--- src/rtl/seg7_scan_if.sv ---
// Scanned 7-segment display bus as seen by the receive-side decoder.
// master: display driver / bench side; slave: seg7_scan_decoder.
interface seg7_scan_if;
  logic [3:0] an;
  logic [6:0] dout;
  logic [3:0] dig0;
  logic [3:0] dig1;
  logic [3:0] dig2;
  logic [3:0] dig3;
  logic [3:0] dig_valid;
  logic       pat_err;
  logic       frame_done;
  logic       order_err;

  modport master (
    output an,
    output dout,
    input  dig0,
    input  dig1,
    input  dig2,
    input  dig3,
    input  dig_valid,
    input  pat_err,
    input  frame_done,
    input  order_err
  );

  modport slave (
    input  an,
    input  dout,
    output dig0,
    output dig1,
    output dig2,
    output dig3,
    output dig_valid,
    output pat_err,
    output frame_done,
    output order_err
  );
endinterface

--- src/rtl/seg7_scan_decoder.sv ---
// Samples a multiplexed 4-digit active-low display bus, filters scan glitches and decodes each digit.
// Optional scan-order checking is enabled by defining SEG7_SCAN_ORDER_CHECK_EN.
module seg7_scan_decoder #(
  parameter int unsigned STABLE_CYCLES  = 4,
  parameter int unsigned TIMEOUT_CYCLES = 1000000
) (
  input logic        clk,
  input logic        rst_n,
  seg7_scan_if.slave bus
);

  localparam int unsigned StW  = $clog2(STABLE_CYCLES + 1);
  localparam int unsigned TmoW = $clog2(TIMEOUT_CYCLES + 1);

  localparam logic [StW-1:0]  StCapture = StW'(STABLE_CYCLES - 1);
  localparam logic [StW-1:0]  StMax     = StW'(STABLE_CYCLES);
  localparam logic [TmoW-1:0] TmoLast   = TmoW'(TIMEOUT_CYCLES - 1);
  localparam logic [TmoW-1:0] TmoMax    = TmoW'(TIMEOUT_CYCLES);

  // Sample layout: {an[3:0], dout[6:0]}
  logic [10:0]     r_sync1;
  logic [10:0]     r_sync2;
  logic [10:0]     r_prev;
  logic [StW-1:0]  r_stab_cnt;
  logic [TmoW-1:0] r_tmo [4];
  logic [3:0]      r_dig [4];
  logic [3:0]      r_valid;
  logic [3:0]      r_mask;
  logic            r_pat_err;
  logic            r_frame_done;

  logic            w_same;
  logic            w_one_low;
  logic            w_capture;
  logic [1:0]      w_idx;
  logic [6:0]      w_seg;
  logic [4:0]      w_dec;
  logic            w_hit;
  logic [3:0]      w_val;
  logic            w_blank;
  logic            w_match;
  logic            w_dash;
  logic            w_bad;
  logic [3:0]      w_seen;

  function automatic logic one_low(input logic [3:0] a);
    case (a)
      4'b1110, 4'b1101, 4'b1011, 4'b0111: one_low = 1'b1;
      default:                            one_low = 1'b0;
    endcase
  endfunction

  // Returns {hit, value} for an active-high segment pattern.
  function automatic logic [4:0] decode_glyph(input logic [6:0] seg);
    case (seg)
      7'b0111111: decode_glyph = {1'b1, 4'h0};
      7'b0000110: decode_glyph = {1'b1, 4'h1};
      7'b1011011: decode_glyph = {1'b1, 4'h2};
      7'b1001111: decode_glyph = {1'b1, 4'h3};
      7'b1100110: decode_glyph = {1'b1, 4'h4};
      7'b1101101: decode_glyph = {1'b1, 4'h5};
      7'b1111101: decode_glyph = {1'b1, 4'h6};
      7'b0000111: decode_glyph = {1'b1, 4'h7};
      7'b1111111: decode_glyph = {1'b1, 4'h8};
      7'b1101111: decode_glyph = {1'b1, 4'h9};
      7'b1110111: decode_glyph = {1'b1, 4'hA};
      7'b1111100: decode_glyph = {1'b1, 4'hB};
      7'b0111001: decode_glyph = {1'b1, 4'hC};
      7'b1011110: decode_glyph = {1'b1, 4'hD};
      7'b1111001: decode_glyph = {1'b1, 4'hE};
      7'b1110001: decode_glyph = {1'b1, 4'hF};
      default:    decode_glyph = 5'b0_0000;
    endcase
  endfunction

  always_ff @(posedge clk or negedge rst_n) begin
    if (!rst_n) begin
      r_sync1 <= '0;
      r_sync2 <= '0;
      r_prev  <= '0;
    end else begin
      r_sync1 <= {bus.an, bus.dout};
      r_sync2 <= r_sync1;
      r_prev  <= r_sync2;
    end
  end

  assign w_same    = (r_sync2 == r_prev);
  assign w_one_low = one_low(r_sync2[10:7]);

  // A nonzero count implies r_prev carries a single-digit select.
  always_ff @(posedge clk or negedge rst_n) begin
    if (!rst_n) begin
      r_stab_cnt <= '0;
    end else if (!w_same || !w_one_low) begin
      r_stab_cnt <= '0;
    end else if (r_stab_cnt != StMax) begin
      r_stab_cnt <= r_stab_cnt + StW'(1);
    end
  end

  assign w_capture = (r_stab_cnt == StCapture);

  always_comb begin
    w_idx = 2'd0;
    case (r_prev[10:7])
      4'b1110: w_idx = 2'd0;
      4'b1101: w_idx = 2'd1;
      4'b1011: w_idx = 2'd2;
      4'b0111: w_idx = 2'd3;
      default: w_idx = 2'd0;
    endcase
  end

  assign w_seg   = ~r_prev[6:0];
  assign w_dec   = decode_glyph(w_seg);
  assign w_hit   = w_dec[4];
  assign w_val   = w_dec[3:0];
  assign w_blank = (w_seg == 7'b0000000) || (w_seg == 7'b1000000);
  assign w_match = w_capture && w_hit;
  assign w_dash  = w_capture && !w_hit && w_blank;
  assign w_bad   = w_capture && !w_hit && !w_blank;
  assign w_seen  = (w_match || w_dash) ? (4'b0001 << w_idx) : 4'b0000;

  // A capture for a digit takes priority over that digit's timeout.
  always_ff @(posedge clk or negedge rst_n) begin
    if (!rst_n) begin
      for (int n = 0; n < 4; n++) begin
        r_dig[n] <= '0;
        r_tmo[n] <= '0;
      end
      r_valid <= '0;
    end else begin
      for (int n = 0; n < 4; n++) begin
        if (w_match && (w_idx == 2'(n))) begin
          r_dig[n]   <= w_val;
          r_valid[n] <= 1'b1;
          r_tmo[n]   <= '0;
        end else begin
          if (r_tmo[n] != TmoMax) begin
            r_tmo[n] <= r_tmo[n] + TmoW'(1);
          end
          if ((r_tmo[n] >= TmoLast) || (w_dash && (w_idx == 2'(n)))) begin
            r_valid[n] <= 1'b0;
          end
        end
      end
    end
  end

  // The mask restarts on the frame_done edge but still records a capture landing there.
  always_ff @(posedge clk or negedge rst_n) begin
    if (!rst_n) begin
      r_mask       <= '0;
      r_frame_done <= 1'b0;
      r_pat_err    <= 1'b0;
    end else begin
      r_pat_err <= w_bad;
      if (r_mask == 4'b1111) begin
        r_frame_done <= 1'b1;
        r_mask       <= w_seen;
      end else begin
        r_frame_done <= 1'b0;
        r_mask       <= r_mask | w_seen;
      end
    end
  end

`ifdef SEG7_SCAN_ORDER_CHECK_EN
  logic [1:0] r_last_idx;
  logic       r_order_err;

  // Every capture, including a bad pattern, advances the expected scan position.
  always_ff @(posedge clk or negedge rst_n) begin
    if (!rst_n) begin
      r_last_idx  <= 2'd3;
      r_order_err <= 1'b0;
    end else if (w_capture) begin
      r_order_err <= (w_idx != (r_last_idx + 2'd1));
      r_last_idx  <= w_idx;
    end else begin
      r_order_err <= 1'b0;
    end
  end

  assign bus.order_err = r_order_err;
`else
  assign bus.order_err = 1'b0;
`endif

  assign bus.dig0       = r_dig[0];
  assign bus.dig1       = r_dig[1];
  assign bus.dig2       = r_dig[2];
  assign bus.dig3       = r_dig[3];
  assign bus.dig_valid  = r_valid;
  assign bus.pat_err    = r_pat_err;
  assign bus.frame_done = r_frame_done;

endmodule

--- src/flat_wrapper.sv ---
// flat-port wrapper written by rule: the top's interface ports become plain ports
module seg7_scan_decoder_flat 
#(
  parameter int unsigned STABLE_CYCLES  = 4,
  parameter int unsigned TIMEOUT_CYCLES = 1000000
)
  (clk, rst_n, bus_an, bus_dout, bus_dig0, bus_dig1, bus_dig2, bus_dig3, bus_dig_valid, bus_pat_err, bus_frame_done, bus_order_err);
  seg7_scan_if bus_i ();
  input logic clk;
  input logic rst_n;
  input wire logic [$bits(bus_i.an)-1:0] bus_an;
  input wire logic [$bits(bus_i.dout)-1:0] bus_dout;
  output wire logic [$bits(bus_i.dig0)-1:0] bus_dig0;
  output wire logic [$bits(bus_i.dig1)-1:0] bus_dig1;
  output wire logic [$bits(bus_i.dig2)-1:0] bus_dig2;
  output wire logic [$bits(bus_i.dig3)-1:0] bus_dig3;
  output wire logic [$bits(bus_i.dig_valid)-1:0] bus_dig_valid;
  output wire logic [$bits(bus_i.pat_err)-1:0] bus_pat_err;
  output wire logic [$bits(bus_i.frame_done)-1:0] bus_frame_done;
  output wire logic [$bits(bus_i.order_err)-1:0] bus_order_err;
  assign bus_i.an = bus_an;
  assign bus_i.dout = bus_dout;
  assign bus_dig0 = bus_i.dig0;
  assign bus_dig1 = bus_i.dig1;
  assign bus_dig2 = bus_i.dig2;
  assign bus_dig3 = bus_i.dig3;
  assign bus_dig_valid = bus_i.dig_valid;
  assign bus_pat_err = bus_i.pat_err;
  assign bus_frame_done = bus_i.frame_done;
  assign bus_order_err = bus_i.order_err;
  seg7_scan_decoder #(.STABLE_CYCLES(STABLE_CYCLES), .TIMEOUT_CYCLES(TIMEOUT_CYCLES)) u_core (.clk(clk), .rst_n(rst_n), .bus(bus_i));
endmodule
--- config.mk ---
export PLATFORM = sky130hd
export DESIGN_NAME = seg7_scan_decoder_flat
export DESIGN_NICKNAME = d
export VERILOG_FILES = /design/src/rtl/seg7_scan_if.sv /design/src/rtl/seg7_scan_decoder.sv /design/src/flat_wrapper.sv
export SDC_FILE = /design/constraint.sdc
export NUM_CORES = 1
export LEC_CHECK = 0
export CAP_MARGIN = 30
export CORE_UTILIZATION = 45
export CTS_BUF_LIST = sky130_fd_sc_hd__clkbuf_8 sky130_fd_sc_hd__clkbuf_16
export CTS_CLUSTER_DIAMETER = 60
export DETAILED_ROUTE_END_ITERATION = 16
export GPL_TIMING_DRIVEN = 0
export PLACE_DENSITY_LB_ADDON = 0.1
export SLEW_MARGIN = 20
export SYNTH_ARGS = -nofsm -noshare
export SYNTH_HDL_FRONTEND = slang
export SYNTH_SLANG_ARGS = --single-unit
--- constraint.sdc ---
create_clock -name clk -period 3.15 [get_ports clk]
set_input_delay 0.4725 -clock clk [delete_from_list [all_inputs] [get_ports clk]]
set_output_delay 0.4725 -clock clk [all_outputs]
set_load 0.005 [all_outputs]
==> results.tsv, run 1 <==
stage	metric	value	unit
setup_path	crit-path cells	buf_6 > or3b_4 > a2111oi_4 > nor2_2 > a31oi_4 > mux2_2	
global_route	initial antenna violation count	0	
global_route	GRT met1 Usage	24.2	%
route	TritonRoute pass-1 iters	4	
global_route	GRT met2 Usage	28.8	%
yosys	most frequent cell after synthesis	dfrtp_1	
clock_tree	clk buf depth	2	
placement	placed cell count	858	
route	WL/cell	14.3	µm
placement	DP Wirelength	8910	µm
die	Die Area	0.0154	mm²
setup_path	critical path required time	3.44	ns
final_layout	share of layout cells above drive strength 1	9.60	%
timing	Final Slew Violations	0	
clock_tree	CTS Root Cell	clkbuf_16	
route	routed vias	4687	
placement	Placed Area	0.00731	mm²
yosys	post-synthesis sequential area ratio	53.0	%
timing	Period minus WS final	2.24	ns
min_path	HP Class	reg2reg	
global_route	vias in the first global route	4392	
timing	Rel. slew slack	44.1	%
setup_path	Critical Path Max Stage Delay	0.41	ns
final_layout	number of fill cells	1267	
clock_tree	H-tree depth	4	
setup_path	CP Launch Type	register	
timing	fmax	446	MHz
job	maxcap violations	0	
yosys	EDFF count, synth	0	
route	Post-DRT Antenna Nets	0	
die	num rows	44	
timing	Fin Setup TNS	0	ns
power	Pwr per Cell Area	513	mW/mm²
die	I/O pin cnt	36	
route	# DRC	0	
die	chip width	124	µm
clock_tree	CTS tree	yes	
global_route	global route total overflow	0	
yosys	syn nets	663	
die	Initial Utilization	46.1	%
global_route	grt met3 use	4.81	%
setup_path	CP Capture Type	register	
yosys	library cells used by synthesis	55	
timing	Final setup viols	0	
final_layout	Post-Layout Cell Count	892	
placement	GP Congestion	0.801	
clock_tree	clock slew at reported path FFs	0.06	ns
global_route	Total GRT Usage	18.1	%
outcome	run status	finished clean	
yosys	ys async rst share	100	%
clock_tree	clk sink count	142	
timing	period utilization	71.2	%
timing	Final Hold Fails	0	
final_layout	# nets final	719	
setup_path	Crit Path Class	reg2reg	
timing	Slew @ Worst Pin	0.831	ns
clock_tree	cts bufs inserted	17	
global_route	GR peak layer	met2	
final_layout	layout overhead on the synthesized area	18.5	%
global_route	first-pass GRT wire length	21300	µm
timing	Worst Clk Skew	0.00742	ns
setup_path	CP delay by family, top	compound AO/OA/AOI/OAI gates	
yosys	Synth Instances	639	
yosys	Post-Syn Area per Cell	10.5	µm²
placement	PortBufs	34	
yosys	Seq cells post-synth	142	
final_layout	final core utilization	54.7	%
final_layout	fin area	0.00795	mm²
route	number of DRC markers in iteration 0	261	
route	Routed WL	12700	µm
timing	RSZ-0062 raised after global routing	no	
clock_tree	Clock Latency Late Sink	0.41	ns
yosys	warnings from Yosys	0	
global_route	largest net degree at the start of global routing	101	
power	peak supply drop	0.384	mV
yosys	Post-synth top cells	142 x dfrtp_1, 96 x nor2_1, 49 x xor2_1, 40 x nand3_1	
yosys	Post-Syn Area	0.00670	mm²
yosys	top cells by area in the synthesized netlist	dfrtp_1 53%, xor2_1 6.4%, nor2_1 5.4%	
setup_path	arrival time worst endpoint	2.53	ns
yosys	Synth top area share	53.0	%
route	vias per cell	5.25	
yosys	cell taking the most area after synthesis	dfrtp_1	
setup_path	Max FO, Critical Path	10	
final_layout	ANT cells	0	
die	core area	0.0145	mm²
die	Die Height	124	µm
setup_path	worst path buffer plus inverter count	1	
setup_path	Slowest cell on crit path	or3b_4	
power	Static Leakage	3.47	nW
yosys	ys flop type	dfrtp_1	
cell families after synthesis:
group | after synthesis | share of synthesized area [%]
xor gates and xnor gates | 86 | 11.2
buffers and inverters | 46 | 3.42
DFF | 142 | 53.0
muxes | 17 | 2.69
adders and majority gates | 11 | 2.05
AOI/OAI and AO/OA | 58 | 6.66
and+or+nand+nor | 278 | 20.9
other | 1 | 0.0559
through the flow:
step	total power [mW]	worst slack (ns)	hold slack, ns
2_1_floorplan	1.95	1.13	0.177
3_3_place_gp	2.01	-4.01	0.333
3_5_place_dp	2.02	0.909	0.335
4_1_cts	4.14	0.897	0.348
5_1_grt	4.24	0.811	0.350
6_report	4.07	0.908	0.347
final timing paths:
check	start	endpoint	slack, ns	cells after the start
max	u_core.r_prev[0]	u_core.bus.dig1[0]	0.91	6
min	u_core.r_sync1[4]	u_core.r_sync2[4]	0.35	0
max in group asynchronous	rst_n	u_core.r_sync2[8]	1.84	3
max reg2reg	u_core.r_prev[0]	u_core.bus.dig1[0]	0.91	6
min in group asynchronous	rst_n	u_core.r_tmo[65]	0.54	2
min reg2reg	u_core.r_sync1[4]	u_core.r_sync2[4]	0.35	0
cell usage in the layout (no fill, tap or decap), drive strengths merged, types with 15 or more instances in the layout:
cell             n
xor2            49
dfrtp          142
clkbuf          22
nor2            97
nand2           37
clkdlybuf4s50   33
and3            15
nand4           23
nand3           40
inv             32
buf             20
xnor2           37
state kept, by name, indices dropped and copies added, names as in the netlist, 11 cells and up:
name / flops
u_core.r_sync1: 11
u_core.r_sync2: 11
u_core.r_prev: 11
u_core.r_tmo: 80
routing by layer:
layer,share of wire (%),wire length (µm),up-vias
li1,-,-,2314
met1,48,6170,2304
met2,48,6120,63
met3,2.8,359,6
met4,0.63,80,0
met5,0,0,-
layout make-up:
class,instances,area (µm²),area share [%]
multi-input combinational,451,2920,36.8
clock buffer,19,453,5.70
buffer,20,131,1.65
tap,184,230,2.90
sequential,142,3550,44.7
timing repair buffer,37,388,4.88
clock inverter,13,171,2.16
inverter,26,97.6,1.23
timing repair:
item	in CTS	in global routing
hold endpoints to repair	42	0
hold buffers	1	0
setup buffers	0	0
gates resized for setup	0	0
report_power, final:
| part | internal, mW | switching [mW] |
|---|---|---|
| logic | 0.0479 | 0.0750 |
| registers | 1.85 | 0.0145 |
| clock network | 1.36 | 0.732 |
No activity file was read; power rests on OpenSTA's default activity.
==> run 2, diff against run 1 <==
==> constraint.sdc (replaced) <==
create_clock -name clk -period 2 [get_ports clk]
set_input_delay 0.3 -clock clk [delete_from_list [all_inputs] [get_ports clk]]
set_output_delay 0.3 -clock clk [all_outputs]
set_load 0.005 [all_outputs]
==> run 2 against run 1 <==
  * Setup slack got worse by 1.0 ns
  * Via count increased by 5.8%
  * Register-to-register slack got worse by 1.0 ns
  * Highest routed layer unchanged
  * Critical path depth increased by 1
  * Critical path type unchanged
  * The flow now finishes with violations (negative setup slack)
  * Critical endpoint is now u_core.bus.dig0[3]
  * Clock power increased by 40%
  * Non-clock buffer count increased by 30
  * Flip-flop and latch count unchanged
==> results.tsv, run 2 (synthesized netlist as in run 1, its figures left out) <==
stage	metric	value	unit	change
power	Gate power share	3.6	%	+0.6 points
timing	Slew @ Worst Pin	0.689	ns	-0.143 ns
power	Internal Power	4.64	mW	+43%
die	num rows	44		unchanged
power	Pwr per Cell Area	678	mW/mm²	+32%
placement	Placed Area	0.00731	mm²	about the same
global_route	initial antenna violation count	0		unchanged
setup_path	arrival time worst endpoint	2.42	ns	-0.11 ns
route	number of DRC markers in iteration 0	313		+20%
global_route	vias in the first global route	4704		+7.1%
die	Die Height	124	µm	unchanged
global_route	largest net degree at the start of global routing	75		-26%
timing	Final Hold Fails	0		unchanged
timing	Period minus WS final	2.12	ns	-0.126 ns
timing	RSZ-0062 raised after global routing	yes		
setup_path	Crit Path Class	reg2reg		
final_layout	# nets final	749		+4.2%
setup_path	launch point of the worst reg-to-reg path	u_core.r_prev[0]		
setup_path	CP Capture Type	register		
final_layout	commonest non-fill, non-tap cell in the layout	dfrtp_1		
route	vias per cell	5.38		+2.4%
timing	Final Slew Violations	0		unchanged
power	peak supply drop	0.627	mV	+63%
setup_path	Max FO, Critical Path	7		-3
setup_path	Crit. Startpoint	u_core.r_prev[0]		
final_layout	Largest register FFs	80		unchanged
clock_tree	clk buf depth	2		unchanged
route	# DRC	0		unchanged
clock_tree	cts bufs inserted	17		unchanged
final_layout	layout overhead on the synthesized area	33.8	%	
die	I/O pin cnt	36		unchanged
timing	period utilization	106	%	+35 points
route	routed vias	4960		+5.8%
placement	PortBufs	34		unchanged
global_route	Total GRT Usage	19.5	%	+1.4 points
route	Post-DRT Antenna Nets	0		unchanged
clock_tree	CTS tree	yes		
die	Initial Utilization	46.1	%	unchanged
power	Switching Fraction	23.8	%	+3.6 points
timing	Rel. slew slack	53.7	%	+9.7 points
timing	Worst Clk Skew	0.0105	ns	+0.00311 ns
setup_path	critical path required time	2.30	ns	-1.14 ns
route	Routed WL	14600	µm	+15%
final_layout	ANT cells	0		unchanged
power	Clock power frac	48.2	%	-3.1 points
setup_path	CP Launch Type	register		
die	Die Area	0.0154	mm²	unchanged
placement	placed cell count	858		unchanged
global_route	global route total overflow	0		unchanged
power	Static Leakage	3.63	nW	+4.7%
global_route	first-pass GRT wire length	22900	µm	+7.3%
min_path	hold_sp	bus_dout[2]		
route	TritonRoute pass-1 iters	4		unchanged
final_layout	Biggest register	u_core.r_tmo		
placement	DP Wirelength	8930	µm	+0.18%
clock_tree	Clock Latency Late Sink	0.43	ns	+0.02 ns
final_layout	final core utilization	61.7	%	+7.1 points
die	core area	0.0145	mm²	unchanged
clock_tree	CTS Root Cell	clkbuf_16		
timing	setup ws final	-0.116	ns	-1.02 ns
timing	Final setup viols	75		+75
die	chip width	124	µm	unchanged
job	maxcap violations	0		unchanged
min_path	HP Class	in2reg		
outcome	run status	finished, violations left		
timing	fmax	473	MHz	+6.0%
clock_tree	H-tree depth	4		unchanged
clock_tree	clock slew at reported path FFs	0.06	ns	about the same
power	Seq pwr share	48.2	%	+2.5 points
power	Net Switching	1.45	mW	+76%
placement	GP Congestion	0.823		+2.8%
final_layout	most frequent cells in the layout	140 x dfrtp_1, 49 x xor2_1, 42 x nor2_4, 40 x nand3_1		
route	WL/cell	15.8	µm	+11%
final_layout	fin area	0.00897	mm²	+13%
timing	Fin Setup TNS	-4.18	ns	-4.18 ns
final_layout	share of layout cells above drive strength 1	26.3	%	+17 points
clock_tree	clk sink count	142		unchanged
final_layout	Post-Layout Cell Count	922		+3.4%
outcome	failing checks	negative setup slack		
## run 2: per-stage QoR
stage	hold slack [ns]	setup slack, ns	power (mW)
CTS	0.295	-0.118	6.16
global route	0.302	-0.180	6.30
detailed placement	0.298	-0.148	3.18
global placement	0.331	-5.02	3.17
finish	0.312	-0.116	6.08
floorplan	0.00441	0.0236	3.07
## run 2: layout make-up
class	instances	area (µm²)
Fill cell	1191	5560
Sequential cell	142	3560
Multi-Input combinational cell	451	3480
Timing Repair Buffer	68	847
Clock buffer	18	439
Tap cell	184	230
Buffer	19	205
Clock inverter	14	113
Inverter	26	97.6
## run 2: per-layer routing
metal	global-route usage, %	up-vias	wire (µm)
met5	0	-	0
met4	6.85	0	234
met1	26.2	2460	6600
met2	30.1	96	7200
met3	5.40	21	566
li1	-	2383	-
## run 2: power by group through the flow
| stage | sequential [mW] | clock [mW] | combinational (mW) |
|---|---|---|---|
| after CTS | 2.93 | 3.00 | 0.224 |
| final | 2.93 | 2.93 | 0.221 |
| after detailed placement | 2.98 | 0 | 0.199 |
| after global placement | 2.98 | 0 | 0.186 |
| after global routing | 2.93 | 3.12 | 0.247 |
| after floorplan | 2.98 | 0 | 0.0899 |
## run 2: worst paths after layout
| check | end | slack, ns | depth (start not counted) |
|---|---|---|---|
| min | u_core.r_sync1[2] | 0.31 | 1 |
| max | u_core.bus.dig0[3] | -0.12 | 7 |
| max reg2reg | u_core.bus.dig0[3] | -0.12 | 7 |
| min in group asynchronous | u_core.r_tmo[64] | 0.41 | 2 |
| max in group asynchronous | u_core.r_prev[3] | 0.82 | 3 |
| min reg2reg | u_core.r_sync2[1] | 0.35 | 0 |
## run 2: critical path, stage by stage, from the launching register on
cell and delay [ns]:
dfrtp_1 0.39, buf_6 0.14, or3b_4 0.41, a2111oi_4 0.26, nor2_4 0.13, a31oi_4 0.21, buf_12 0.16, mux2_4 0.30
## run 2: timing repair
| action | in CTS | in global routing |
|---|---|---|
| gates resized for setup | 46 | 152 |
| endpoints found under the hold margin | 68 | 0 |
| setup endpoints to repair | 98 | 103 |
| pin swaps | 14 | 45 |
| cloned | 5 | 4 |
| setup buffers | 13 | 10 |
| hold buffers | 1 | 0 |
==> run 3, diff against run 2 <==
--- a/config.mk
+++ b/config.mk
@@ -6,6 +6,7 @@
 export NUM_CORES = 1
 export LEC_CHECK = 0
 export CAP_MARGIN = 30
+export CORE_MARGIN = 2
 export CORE_UTILIZATION = 45
 export CTS_BUF_LIST = sky130_fd_sc_hd__clkbuf_8 sky130_fd_sc_hd__clkbuf_16
 export CTS_CLUSTER_DIAMETER = 60
==> constraint.sdc (replaced) <==
create_clock -name clk -period 2 [get_ports clk]
set_input_delay 0.4 -clock clk [delete_from_list [all_inputs] [get_ports clk]]
set_output_delay 0.4 -clock clk [all_outputs]
set_load 0.005 [all_outputs]
==> run 3 against run 2 <==
  * The run still ends with negative setup slack left
  * Clock power up 5%
  * Combinational power about the same
  * Setup slack better by 0.0018 ns
  * Final cell count down 0.43%
  * Global-route usage down 0.77 points
  * Critical path depth unchanged
  * Worst hold slack better by 0.034 ns
  * Critical endpoint is now u_core.bus.dig1[3]
  * Largest power group is now clock
  * Highest routed layer unchanged
==> results.tsv, run 3 (synthesized netlist as in run 1, its figures left out) <==
stage	metric	value	unit	change
timing	setup ws final	-0.114	ns	+0.00175 ns
clock_tree	Clock Latency Late Sink	0.42	ns	about the same
final_layout	Biggest register	u_core.r_tmo		
die	core area	0.0145	mm²	unchanged
final_layout	layout overhead on the synthesized area	29.9	%	
min_path	HP Class	reg2reg		
route	vias per cell	5.28		-1.9%
timing	Final setup viols	77		+2.7%
die	I/O pin cnt	36		unchanged
global_route	first-pass GRT wire length	24100	µm	+5.2%
final_layout	Post-Layout Cell Count	918		-0.43%
die	Die Height	126	µm	+1.6%
placement	PortBufs	34		unchanged
clock_tree	H-tree depth	4		unchanged
clock_tree	clock slew at reported path FFs	0.06	ns	about the same
route	# DRC	0		unchanged
setup_path	crit-path cells	buf_6 > or3b_4 > a2111oi_4 > nor2_4 > a31oi_4 > buf_12 > mux2_4		
route	TritonRoute pass-1 iters	4		unchanged
final_layout	share of layout cells above drive strength 1	23.3	%	-3.0 points
placement	Place WS	-0.163	ns	-0.0153 ns
job	maxcap violations	0		unchanged
timing	Final Hold Fails	0		unchanged
setup_path	CP Launch Type	register		
route	routed vias	4846		-2.3%
route	number of DRC markers in iteration 0	261		-17%
final_layout	final core utilization	59.9	%	-1.8 points
die	num rows	44		unchanged
timing	fmax	473	MHz	about the same
final_layout	ANT cells	0		unchanged
timing	RSZ-0062 raised after global routing	yes		
power	Power Total	6.23	mW	+2.4%
setup_path	CP delay by family, top	simple AND/OR/NAND/NOR gates		
power	Static Leakage	3.61	nW	-0.44%
route	Routed WL	14200	µm	-2.6%
setup_path	Slowest cell on crit path	or3b_4		
placement	GP Congestion	0.829		+0.73%
final_layout	# nets final	745		-0.53%
setup_path	Max FO, Critical Path	7		unchanged
timing	Slew @ Worst Pin	0.755	ns	+0.0666 ns
setup_path	CP Capture Type	register		
global_route	initial antenna violation count	0		unchanged
global_route	Total GRT Usage	18.7	%	-0.77 points
outcome	failing checks	negative setup slack		
clock_tree	CTS tree	yes		
outcome	run status	finished, violations left		
clock_tree	cts bufs inserted	17		unchanged
timing	Final Slew Violations	0		unchanged
timing	Worst Clk Skew	0.00770	ns	-0.00283 ns
die	chip width	126	µm	+1.6%
clock_tree	CTS Root Cell	clkbuf_16		
setup_path	Critical Path Max Stage Delay	0.41	ns	about the same
placement	DP Wirelength	8950	µm	+0.22%
timing	Rel. slew slack	49.3	%	-4.5 points
setup_path	arrival time worst endpoint	2.42	ns	about the same
route	Post-DRT Antenna Nets	0		unchanged
power	peak supply drop	0.627	mV	about the same
global_route	vias in the first global route	4984		+6.0%
global_route	global route total overflow	0		unchanged
die	Die Area	0.0159	mm²	+3.3%
setup_path	worst path buffer plus inverter count	2		unchanged
setup_path	critical path required time	2.30	ns	about the same
timing	Period minus WS final	2.11	ns	-0.00175 ns
die	Initial Utilization	46.1	%	unchanged
setup_path	Crit Path Class	reg2reg		
final_layout	Largest register FFs	80		unchanged
power	Pwr per Cell Area	716	mW/mm²	+5.5%
clock_tree	clk sink count	142		unchanged
clock_tree	clk buf depth	2		unchanged
final_layout	most frequent cells in the layout	140 x dfrtp_1, 49 x xor2_1, 45 x nor2_1, 40 x nand3_1		
global_route	largest net degree at the start of global routing	84		+12%
timing	period utilization	106	%	about the same
placement	placed cell count	858		unchanged
route	WL/cell	15.5	µm	-2.2%
final_layout	commonest non-fill, non-tap cell in the layout	dfrtp_1		
timing	Fin Setup TNS	-4.04	ns	+0.141 ns
run 3: repair_timing:
action | 4_1_cts | 5_1_grt
setup buffers | 11 | 11
endpoints found under the setup margin | 99 | 101
hold buffers | 1 | 0
pin swaps | 8 | 36
gates resized for setup | 35 | 123
hold endpoints to repair | 59 | 0
gates cloned | 2 | 5
run 3: power breakdown:
| group | total, mW | switching (mW) | leakage (nW) | internal (mW) |
|---|---|---|---|---|
| registers | 2.93 | 0.0246 | 1.85 | 2.91 |
| clock network | 3.08 | 1.26 | 0.268 | 1.82 |
| logic | 0.218 | 0.127 | 1.50 | 0.0913 |
run 3: layout make-up:
type,count,area (µm²)
Clock buffer,17,425
Tap cell,184,230
Multi-Input combinational cell,451,3340
Buffer,18,179
Inverter,26,97.6
Timing Repair Buffer,65,731
Sequential cell,142,3560
Fill cell,1210,5830
Clock inverter,15,150
run 3: stage by stage:
| stage | hold slack, ns | area (µm²) |
|---|---|---|
| after floorplan | 0.104 | 6710 |
| after global placement | 0.332 | 7280 |
| after detailed placement | 0.336 | 7310 |
| after CTS | 0.349 | 8150 |
| after global routing | 0.354 | 8710 |
| final | 0.347 | 8710 |
run 3: routing by layer:
layer | track usage, % | part of all wire (%) | vias up
met5 | 0 | 0 | -
met2 | 29.7 | 49 | 65
met1 | 25.4 | 47 | 2393
met4 | 6.79 | 1.1 | 0
li1 | - | - | 2374
met3 | 4.16 | 2.6 | 14
run 3: final timing paths:
| check | startpoint | endpoint | slack [ns] | cells past startpoint |
|---|---|---|---|---|
| worst max-delay path | u_core.r_prev[0] | u_core.bus.dig1[3] | -0.11 | 7 |
| worst min-delay path | u_core.r_sync1[1] | u_core.r_sync2[1] | 0.35 | 0 |
| worst max register to register | u_core.r_prev[0] | u_core.bus.dig1[3] | -0.11 | 7 |
| worst min register to register | u_core.r_sync1[1] | u_core.r_sync2[1] | 0.35 | 0 |
| max in group asynchronous | rst_n | u_core.r_prev[4] | 0.73 | 3 |
| min in group asynchronous | rst_n | u_core.r_tmo[65] | 0.50 | 2 |
